**src/rtl/svc_sram_axil_if.sv**
```systemverilog
// svc_sram_axil_if: SRAM command/response stream to AXI-Lite manager bridge.
// One transaction (read or write) is in flight at a time. The command port
// is only ready in IDLE, so a busy bridge simply back-pressures the client.
//
// Handshake semantics (all channels, both sides): a transfer happens on a
// rising clk edge where valid && ready are both high. A valid, once raised,
// stays high with its payload stable until that transfer. A ready may be
// raised or dropped at any time.
module svc_sram_axil_if #(
  parameter int SRAM_ADDR_WIDTH = 16,
  parameter int SRAM_DATA_WIDTH = 16,
  parameter int SRAM_STRB_WIDTH = SRAM_DATA_WIDTH / 8,
  parameter int LSB             = $clog2(SRAM_DATA_WIDTH) - 3,
  parameter int AXIL_ADDR_WIDTH = SRAM_ADDR_WIDTH + LSB,
  parameter int AXIL_DATA_WIDTH = SRAM_DATA_WIDTH
) (
  input  logic                         clk,
  input  logic                         rst_n,

  // SRAM command stream
  input  logic                         sram_cmd_valid,
  output logic                         sram_cmd_ready,
  input  logic [SRAM_ADDR_WIDTH-1:0]   sram_cmd_addr,
  input  logic                         sram_cmd_wr_en,
  input  logic [SRAM_DATA_WIDTH-1:0]   sram_cmd_wr_data,
  input  logic [SRAM_STRB_WIDTH-1:0]   sram_cmd_wr_strb,

  // SRAM read response stream and write error pulse
  output logic                         sram_resp_rd_valid,
  input  logic                         sram_resp_rd_ready,
  output logic [SRAM_DATA_WIDTH-1:0]   sram_resp_rd_data,
  output logic                         sram_resp_rd_err,
  output logic                         sram_wr_err,

  // AXI-Lite write address channel
  output logic [AXIL_ADDR_WIDTH-1:0]   m_axil_awaddr,
  output logic                         m_axil_awvalid,
  input  logic                         m_axil_awready,

  // AXI-Lite write data channel
  output logic [AXIL_DATA_WIDTH-1:0]   m_axil_wdata,
  output logic [AXIL_DATA_WIDTH/8-1:0] m_axil_wstrb,
  output logic                         m_axil_wvalid,
  input  logic                         m_axil_wready,

  // AXI-Lite write response channel
  input  logic [1:0]                   m_axil_bresp,
  input  logic                         m_axil_bvalid,
  output logic                         m_axil_bready,

  // AXI-Lite read address channel
  output logic [AXIL_ADDR_WIDTH-1:0]   m_axil_araddr,
  output logic                         m_axil_arvalid,
  input  logic                         m_axil_arready,

  // AXI-Lite read data channel
  input  logic [AXIL_DATA_WIDTH-1:0]   m_axil_rdata,
  input  logic [1:0]                   m_axil_rresp,
  input  logic                         m_axil_rvalid,
  output logic                         m_axil_rready,

  // Debug view of the FSM state (encoding of state_t below)
  output logic [2:0]                   dbg_state
);

  typedef enum logic [2:0] {
    IDLE    = 3'd0,
    WR      = 3'd1,
    WR_RESP = 3'd2,
    RD_ADDR = 3'd3,
    RD_DATA = 3'd4,
    RD_RESP = 3'd5
  } state_t;

  state_t                       state_q, state_d;
  // A single byte-address register serves both awaddr and araddr: only one
  // transaction is ever in flight, so the two can never disagree in use.
  logic [AXIL_ADDR_WIDTH-1:0]   addr_q, addr_d;
  logic [AXIL_DATA_WIDTH-1:0]   wdata_q, wdata_d;
  logic [AXIL_DATA_WIDTH/8-1:0] wstrb_q, wstrb_d;
  logic                         awvalid_q, awvalid_d;
  logic                         wvalid_q, wvalid_d;
  logic                         bready_q, bready_d;
  logic                         arvalid_q, arvalid_d;
  logic                         rready_q, rready_d;
  logic                         rd_valid_q, rd_valid_d;
  logic [SRAM_DATA_WIDTH-1:0]   rd_data_q, rd_data_d;
  logic                         rd_err_q, rd_err_d;
  logic                         wr_err_q, wr_err_d;

  // Next-state and next-output logic for the transaction FSM
  always_comb begin
    state_d    = state_q;
    addr_d     = addr_q;
    wdata_d    = wdata_q;
    wstrb_d    = wstrb_q;
    awvalid_d  = awvalid_q;
    wvalid_d   = wvalid_q;
    bready_d   = bready_q;
    arvalid_d  = arvalid_q;
    rready_d   = rready_q;
    rd_valid_d = rd_valid_q;
    rd_data_d  = rd_data_q;
    rd_err_d   = rd_err_q;
    wr_err_d   = 1'b0;

    case (state_q)
      IDLE: begin
        if (sram_cmd_valid) begin
          // Word address to byte address; upper bits pass through untouched.
          addr_d = AXIL_ADDR_WIDTH'(sram_cmd_addr) << LSB;
          if (sram_cmd_wr_en) begin
            wdata_d   = sram_cmd_wr_data;
            wstrb_d   = sram_cmd_wr_strb;
            awvalid_d = 1'b1;
            wvalid_d  = 1'b1;
            state_d   = WR;
          end else begin
            arvalid_d = 1'b1;
            state_d   = RD_ADDR;
          end
        end
      end

      WR: begin
        // AW and W retire independently; either may finish first or both
        // in the same cycle.
        if (m_axil_awready) awvalid_d = 1'b0;
        if (m_axil_wready)  wvalid_d  = 1'b0;
        if (!awvalid_d && !wvalid_d) begin
          bready_d = 1'b1;
          state_d  = WR_RESP;
        end
      end

      WR_RESP: begin
        if (m_axil_bvalid) begin
          bready_d = 1'b0;
          wr_err_d = (m_axil_bresp != 2'b00);
          state_d  = IDLE;
        end
      end

      RD_ADDR: begin
        if (m_axil_arready) begin
          arvalid_d = 1'b0;
          rready_d  = 1'b1;
          state_d   = RD_DATA;
        end
      end

      RD_DATA: begin
        if (m_axil_rvalid) begin
          rready_d   = 1'b0;
          rd_data_d  = m_axil_rdata;
          rd_err_d   = (m_axil_rresp != 2'b00);
          rd_valid_d = 1'b1;
          state_d    = RD_RESP;
        end
      end

      RD_RESP: begin
        // Data and error stay frozen until the client takes the response.
        if (sram_resp_rd_ready) begin
          rd_valid_d = 1'b0;
          state_d    = IDLE;
        end
      end

      default: begin
        state_d = IDLE;
      end
    endcase
  end

  // State and registered outputs; reset abandons any in-flight transaction
  always_ff @(posedge clk or negedge rst_n) begin
    if (!rst_n) begin
      state_q    <= IDLE;
      addr_q     <= '0;
      wdata_q    <= '0;
      wstrb_q    <= '0;
      awvalid_q  <= 1'b0;
      wvalid_q   <= 1'b0;
      bready_q   <= 1'b0;
      arvalid_q  <= 1'b0;
      rready_q   <= 1'b0;
      rd_valid_q <= 1'b0;
      rd_data_q  <= '0;
      rd_err_q   <= 1'b0;
      wr_err_q   <= 1'b0;
    end else begin
      state_q    <= state_d;
      addr_q     <= addr_d;
      wdata_q    <= wdata_d;
      wstrb_q    <= wstrb_d;
      awvalid_q  <= awvalid_d;
      wvalid_q   <= wvalid_d;
      bready_q   <= bready_d;
      arvalid_q  <= arvalid_d;
      rready_q   <= rready_d;
      rd_valid_q <= rd_valid_d;
      rd_data_q  <= rd_data_d;
      rd_err_q   <= rd_err_d;
      wr_err_q   <= wr_err_d;
    end
  end

  assign sram_cmd_ready     = (state_q == IDLE);
  assign sram_resp_rd_valid = rd_valid_q;
  assign sram_resp_rd_data  = rd_data_q;
  assign sram_resp_rd_err   = rd_err_q;
  assign sram_wr_err        = wr_err_q;

  assign m_axil_awaddr  = addr_q;
  assign m_axil_awvalid = awvalid_q;
  assign m_axil_wdata   = wdata_q;
  assign m_axil_wstrb   = wstrb_q;
  assign m_axil_wvalid  = wvalid_q;
  assign m_axil_bready  = bready_q;
  assign m_axil_araddr  = addr_q;
  assign m_axil_arvalid = arvalid_q;
  assign m_axil_rready  = rready_q;

  assign dbg_state = state_q;

endmodule

```
**config.mk**
```make
export PLATFORM = sky130hd
export DESIGN_NAME = svc_sram_axil_if
export DESIGN_NICKNAME = d
export VERILOG_FILES = /design/src/rtl/svc_sram_axil_if.sv
export SDC_FILE = /design/constraint.sdc
export NUM_CORES = 1
export LEC_CHECK = 0
export ABC_CLOCK_PERIOD_IN_PS = 3770
export CORE_MARGIN = 5
export CORE_UTILIZATION = 42
export DETAILED_ROUTE_END_ITERATION = 10
export PLACE_DENSITY_LB_ADDON = 0.05
export SLEW_MARGIN = 10
export SYNTH_ARGS = -nofsm -noshare
export SYNTH_HDL_FRONTEND = slang
export SYNTH_SLANG_ARGS = --single-unit
```
**constraint.sdc**
```tcl
create_clock -name clk -period 3.77 [get_ports clk]
set_clock_uncertainty 0.05 [all_clocks]
set_input_delay 1.131 -clock clk [delete_from_list [all_inputs] [get_ports clk]]
set_output_delay 1.131 -clock clk [all_outputs]
set_load 0.01 [all_outputs]
```
* Word level (Yosys, flattened, before mapping)
Index checks and enable logic that the tools add are counted.
Storage, ports and cells: flip-flop bits (word level) 61, input port bits 64, output and inout port bits 80, logic and storage cells 77
Cells by class: eq/ne operators 13, mux-type cells 31, reductions and logical operators 20
Operators by type and width (count):
- $mux W3 | 6
- $pmux W3 S6 | 1
- $mux W1 | 17
- $reduce_and A3 Y1 | 5
- $ne A2 B2 Y1 const B | 7
- $reduce_bool A2 Y1 | 7
- $pmux W1 S2 | 6
- $eq A3 B2 Y1 const B | 2
- $eq A3 B3 Y1 const B | 2
- $reduce_and A6 Y1 | 1
- $reduce_and A2 Y1 | 2
- $reduce_and A4 Y1 | 1
- $eq A3 B1 Y1 const B | 1
- $logic_not A3 Y1 | 1
- $logic_not A1 Y1 | 2
- $mux W2 | 1
- $ne A2 B1 Y1 const B | 1
- $logic_and A1 B1 Y1 | 1

* Depth between registers and ports, before layout
Gate-level depths: netlist of run 1.
depth after elaboration 6, gate-level depth with buffers 5, mapped depth without buffers 3

* Worst setup path after synthesis of run 1
No wires, ideal clock.
path type in2reg, start point input sram_cmd_valid, end point register addr_q[10] (netlist: m_axil_araddr[10]), library setup time 0.125 ns, arrival time 2.187 ns, slack 1.408 ns, stages on the path 3, buffers on the path 1, cells stage by stage nor4b_4 > buf_2 > mux2_2
Between the ends: longest elaborated chain between the ends 1
RTL lines:
- start, declared | line 21 | input logic sram_cmd_valid,
- $reduce_and A2 Y1 (no line)
- end signal, assigned | line 194 | addr_q <= addr_d;
- end, declared | line 78 | logic [AXIL_ADDR_WIDTH-1:0] addr_q, addr_d;
No other way between the ends. A chain may end at the register's enable or synchronous reset.

* Worst setup path in the final report of run 1
start point register state_q[1] (netlist: dbg_state[1]), end point output sram_cmd_ready
Between the ends: longest elaborated chain between the ends 1
RTL lines:
- start, declared | line 75 | state_t state_q, state_d;
- start signal, assigned | line 193 | state_q <= state_d;
- $logic_not A3 Y1 | line 209 | assign sram_cmd_ready = (state_q == IDLE);
- end, declared | line 22 | output logic sram_cmd_ready,
No other way between the ends.

==> impl_metrics.env, run 1 <==
export IMPL_outcome="complete, no violations"
export IMPL_clockBufferDepth=2
export IMPL_fp_row_count=28
export IMPL_p_switching_mw=1.08
export IMPL_grtUsageMet3_pct=7.74
export IMPL_chipHeight_um=88.9
export IMPL_grt_max_degree=33
export IMPL_diodes=0
export IMPL_syn_area_per_cell_um2=13.9
export IMPL_cts_buffers=9
export IMPL_setup_viol=0
export IMPL_ir_worst_vdd_uv=547
export IMPL_fp_dieW_um=88.9
export IMPL_drive_above_1_share_pct=22.2
export IMPL_first_pass_iters=4
export IMPL_ys_seq_elements=61
export IMPL_final_common_cell="clkdlybuf4s50_1"
export IMPL_nFillCells=458
export IMPL_overflow=0
export IMPL_setup_worst_path_end_class="primary output"
export IMPL_antenna_found_initial=0
export IMPL_path_max_fanout=16
export IMPL_swShare_pct=30.2
export IMPL_synth_cells=188
export IMPL_synth_cell_type_count=28
export IMPL_ys_flop_type="dfrtp_1"
export IMPL_cts_sinks=61
export IMPL_crit_path_start_kind="flop"
export IMPL_cts_clk_slew_worst_paths_ns=0.07
export IMPL_internal_power_mw=2.50
export IMPL_post_route_drc_count=0
export IMPL_io_pins=144
export IMPL_area_delta_synth_final_pct=61.8
export IMPL_via_per_inst=4.85
export IMPL_place_ws_ns=0.670
export IMPL_yosys_warnings=0
export IMPL_ctsHtreeMaxLevel=3
export IMPL_grt_pass1_wl_um=10000
export IMPL_post_cts_buffers=0
export IMPL_met1_usage_pct=20.9
export IMPL_routedWlPerCell_um=16.2
export IMPL_synth_top_area_cell="dfrtp_1"
export IMPL_hold_viol=0
export IMPL_grt_use_met2_pct=26.3
export IMPL_finalCriticalPeriod_ns=2.94
export IMPL_grt_pass1_vias=1961
export IMPL_wirelength_um=6480
export IMPL_tightest_slew_ns=0.734
export IMPL_hold_buffers=0
export IMPL_mostFrequentLayoutCells="140 x clkdlybuf4s50_1, 61 x dfrtp_1, 40 x mux2_2"
export IMPL_path_class="flop to primary output"
export IMPL_slew_headroom_pct=51.1
export IMPL_p_leak_nw=1.80
export IMPL_cts_root_buffer="clkbuf_8"
export IMPL_pwr_share_comb_pct=46.5
export IMPL_post_route_period_util_pct=78.0
export IMPL_synth_area_leaders="dfrtp_1 58%, mux2_2 17%, mux2_4 5.7%"
export IMPL_drv_cap=0
export IMPL_worst_slack_ns=0.830
export IMPL_core_um2=5990
export IMPL_cp_required_ns=2.59
export IMPL_powerDensity_nw_per_um2=846
export IMPL_ctsResizeCount=0
export IMPL_pwr_share_seq_pct=33.9
export IMPL_synth_seq_area_share_pct=58.3
export IMPL_dpl_hpwl_um=4900
export IMPL_tns_ns=0
export IMPL_crit_arrival_ns=1.76
export IMPL_clk_latency_ns=0.33
export IMPL_synth_top_area_share_pct=58.3
export IMPL_design_die_area_um2=7910
export IMPL_drv_slew=0
export IMPL_nNetsFinal=384
export IMPL_fmax_mhz=340
export IMPL_synth_area_um2=2620
export IMPL_io_buffers=141
export IMPL_place_congestion=0.744
export IMPL_synth_async_reset_ratio_pct=100
export IMPL_cts_tree="yes"
export IMPL_gr_usage_all_layers_pct=16.9
export IMPL_rsz0062_at_grt="false"
export IMPL_busiest_layer="met2"
export IMPL_dr_first_iter_drc_count=49
export IMPL_vias=1940
export IMPL_synth_edff_count=0
export IMPL_hold_path_class="flop to flop"
export IMPL_clkPwrFrac_pct=19.7
export IMPL_initial_core_util_pct=43.7
export IMPL_final_antenna_net_count=0
==> logic make-up (layout without fill, tap and decap cells) <==
kind of cell	count (synthesis)	in the layout	synth area share [%]
buffers and inverters	26	162	6.74
flip-flops	61	61	58.3
AND/OR/NAND/NOR	28	28	6.50
other	1	2	0.143
multiplexers	50	50	23.0
AO/OA/AOI/OAI	22	22	5.31
==> through the flow <==
step	area, µm²	cells	power, mW	util, %	hold slack [ns]
2_1_floorplan	2620	189	2.01	-	0.490
4_1_cts	4230	400	3.63	70.7	0.460
6_report	4230	400	3.58	70.7	0.456
5_1_grt	4230	400	3.80	70.7	0.479
3_3_place_gp	3990	384	2.88	66.6	0.438
3_5_place_dp	3990	384	2.91	66.6	0.442
==> cell usage after synthesis (3+ instances only) <==
cell type,number
dfrtp_1,61
mux2_2,40
buf_4,18
mux2_4,10
nand2_1,8
a21oi_1,6
nand2b_1,6
o21ai_0,5
a31oi_1,4
nor2_1,4
buf_2,3
clkbuf_1,3
o2bb2ai_1,3
==> metal layers <==
metal  vias up  share of wire [%]
met5         -                  0
met4         0                1.0
met3         7                 13
met2        96                 46
met1       934                 39
li1        903                  -
==> flip-flops by register name, summed over array words and instances, names as in the netlist, 2 cells and up <==
signal / flops
sram_resp_rd_data: 16
m_axil_wstrb: 2
dbg_state: 3
m_axil_araddr: 16
m_axil_wdata: 16
==> power by group through the flow <==
stage | clock (mW) | combinational [mW] | sequential [mW]
global route | 0.748 | 1.78 | 1.26
detailed placement | 0 | 1.69 | 1.22
finish | 0.705 | 1.66 | 1.21
floorplan | 0 | 0.709 | 1.31
CTS | 0.723 | 1.69 | 1.22
global placement | 0 | 1.66 | 1.21
==> critical path, stage by stage (launching register included) <==
cell and delay [ns]:
dfrtp_1 0.60, nor3_1 0.26, clkdlybuf4s50_1 0.57
==> area by class of cell <==
class	count	area, µm²	share of cell area, %
flip-flops and latches	61	1530	36.1
repair buffers	145	1440	33.9
multi-input cells	102	932	22.0
clock buffers	12	145	3.43
clock inverters	4	95.1	2.25
well taps	75	93.8	2.22
inverters	1	3.75	0.0887
==> worst paths after layout <==
| path | start | endpoint | slack, ns | cells after the start |
|---|---|---|---|---|
| worst max-delay path | dbg_state[1] | sram_cmd_ready | 0.83 | 2 |
| worst min-delay path | sram_resp_rd_data[7] | sram_resp_rd_data[7] | 0.46 | 1 |
| worst max register to register | dbg_state[1] | m_axil_wdata[7] | 1.71 | 3 |
| worst min register to register | sram_resp_rd_data[7] | sram_resp_rd_data[7] | 0.46 | 1 |
| max in group asynchronous | rst_n | m_axil_araddr[11] | 2.15 | 2 |
| min in group asynchronous | rst_n | m_axil_rready | 0.80 | 1 |
Note: power is estimated with default switching activity, not from simulation.
==> run 2, diff against run 1 <==
- ABC_CLOCK_PERIOD_IN_PS: 3770 -> 2900
- CORE_UTILIZATION: 42 -> 39
- clock period: 3.77 -> 2.9 ns (I/O delays scaled with it)
==> run 2 against run 1 <==
Die area grew 6.8%. Combinational power grew 34%. Global-route usage shrank 1.8 points. Critical path depth is the same. Sequential cell count is the same. Clock power grew 10%. Via count shrank 0.67%. Clock-buffer cell count grew 1. Highest routed layer unchanged.
==> impl_metrics.env, run 2 (synthesis results as in run 1) <==
export IMPL_crit_arrival_ns=1.67
export IMPL_dr_first_iter_drc_count=33
export IMPL_rsz0062_at_grt="false"
export IMPL_whs_endpoint="sram_resp_rd_data[5]"
export IMPL_worstHoldStart="sram_resp_rd_data[5]"
export IMPL_cp_slowest_cell="clkdlybuf4s50_1"
export IMPL_overflow=0
export IMPL_cts_buffers=9
export IMPL_core_um2=6420
export IMPL_area_delta_synth_final_pct=61.5
export IMPL_clk_latency_ns=0.32
export IMPL_ff2ff_setup_slack_ns=1.05
export IMPL_stdcell_count=403
export IMPL_holdWs_ns=0.454
export IMPL_powerDensity_nw_per_um2=1070
export IMPL_placed_area_um2=4020
export IMPL_cts_tree="yes"
export IMPL_drive_above_1_share_pct=22.7
export IMPL_slew_headroom_pct=49.0
export IMPL_routedWlPerCell_um=15.7
export IMPL_dpl_hpwl_um=4830
export IMPL_path_max_fanout=13
export IMPL_first_pass_iters=4
export IMPL_fp_row_count=29
export IMPL_setup_viol=0
export IMPL_chipHeight_um=91.9
export IMPL_cts_clk_slew_worst_paths_ns=0.06
export IMPL_hold_path_class="flop to flop"
export IMPL_post_route_period_util_pct=89.4
export IMPL_cts_sinks=61
export IMPL_drv_slew=0
export IMPL_final_antenna_net_count=0
export IMPL_gr_usage_all_layers_pct=15.2
export IMPL_worst_r2r_cell_count=4
export IMPL_hold_viol=0
export IMPL_finalCriticalPeriod_ns=2.59
export IMPL_diodes=0
export IMPL_via_per_inst=4.78
export IMPL_p_leak_nw=1.79
export IMPL_final_common_cell="clkdlybuf4s50_1"
export IMPL_antenna_found_initial=0
export IMPL_outcome="complete, no violations"
export IMPL_post_cts_buffers=0
export IMPL_rr_startpoint="dbg_state[0]"
export IMPL_wirelength_um=6340
export IMPL_cp_required_ns=1.98
export IMPL_fp_dieW_um=91.9
export IMPL_setup_worst_path_end_class="primary output"
export IMPL_nFillCells=496
export IMPL_design_die_area_um2=8450
export IMPL_dp_cells=387
export IMPL_fmax_mhz=386
export IMPL_vias=1927
export IMPL_mostFrequentLayoutCells="140 x clkdlybuf4s50_1, 61 x dfrtp_1, 40 x mux2_2"
export IMPL_drv_cap=0
export IMPL_initial_core_util_pct=40.7
export IMPL_hold_path_cell_count=1
export IMPL_tns_ns=0
export IMPL_finalInstanceArea_um2=4230
export IMPL_crit_path_start_kind="flop"
export IMPL_place_congestion=0.782
export IMPL_io_buffers=141
export IMPL_grt_pass1_wl_um=10000
export IMPL_nNetsFinal=385
export IMPL_path_class="flop to primary output"
export IMPL_post_route_drc_count=0
export IMPL_grt_max_degree=34
export IMPL_ctsResizeCount=0
export IMPL_grt_pass1_vias=1868
export IMPL_clockBufferDepth=2
export IMPL_tightest_slew_ns=0.765
export IMPL_io_pins=144
export IMPL_ir_worst_vdd_uv=505
export IMPL_ctsHtreeMaxLevel=3
export IMPL_cts_root_buffer="clkbuf_8"
export IMPL_hold_buffers=0
export IMPL_path_cells="nor3_1 > clkdlybuf4s50_1"
export IMPL_slowest_delay_ns=0.57
export IMPL_r2r_end="m_axil_araddr[15]"
run 2: worst max path at each step:
stage                              start           endpoint  slack [ns]  cells past startpoint
after floorplan           sram_cmd_valid  m_axil_araddr[10]        0.80                      3
after global placement    sram_cmd_valid   m_axil_araddr[1]        0.35                      4
after detailed placement  sram_cmd_valid  m_axil_araddr[16]        0.34                      4
after CTS                   dbg_state[2]     sram_cmd_ready        0.29                      2
after global routing        dbg_state[2]     sram_cmd_ready        0.23                      2
final                       dbg_state[2]     sram_cmd_ready        0.31                      2
run 2: metal layers:
metal  global-route usage, %  vias up  routed length, µm  share of wire, %
li1                        -      906                  -                 -
met1                    20.6      918               2820                44
met2                    22.0       96               2860                45
met3                    5.32        7                578               9.1
met4                    6.68        0                 81               1.3
met5                       0        -                  0                 0
run 2: through the flow:
stage          setup WS (ns)  power [mW]  util, %
2_1_floorplan          0.799        2.62        -
3_3_place_gp           0.346        3.77     62.5
3_5_place_dp           0.337        3.81     62.5
4_1_cts                0.290        4.60     65.8
5_1_grt                0.226        4.81     65.8
6_report               0.308        4.54     65.8
run 2: where the power goes:
part           internal [mW]  total (mW)  switching [mW]
combinational           1.42        2.22           0.803
clock                  0.466       0.779           0.313
sequential              1.25        1.54           0.286
total                   3.14        4.54            1.40
run 2: layout make-up:
cell class | instances | area (µm²) | share of cell area [%]
Timing Repair Buffer | 146 | 1460 | 34.5
Inverter | 1 | 3.75 | 0.0888
Clock inverter | 3 | 42.5 | 1.01
Sequential cell | 61 | 1530 | 36.1
Clock buffer | 13 | 169 | 4.00
Multi-Input combinational cell | 102 | 932 | 22.1
Tap cell | 77 | 96.3 | 2.28
run 2: critical path: cells and delay by family (launching register included):
kind                   cells  cell delay (ns)
and+or+nand+nor            1             0.25
DFF                        1             0.53
buffers and inverters      1             0.57
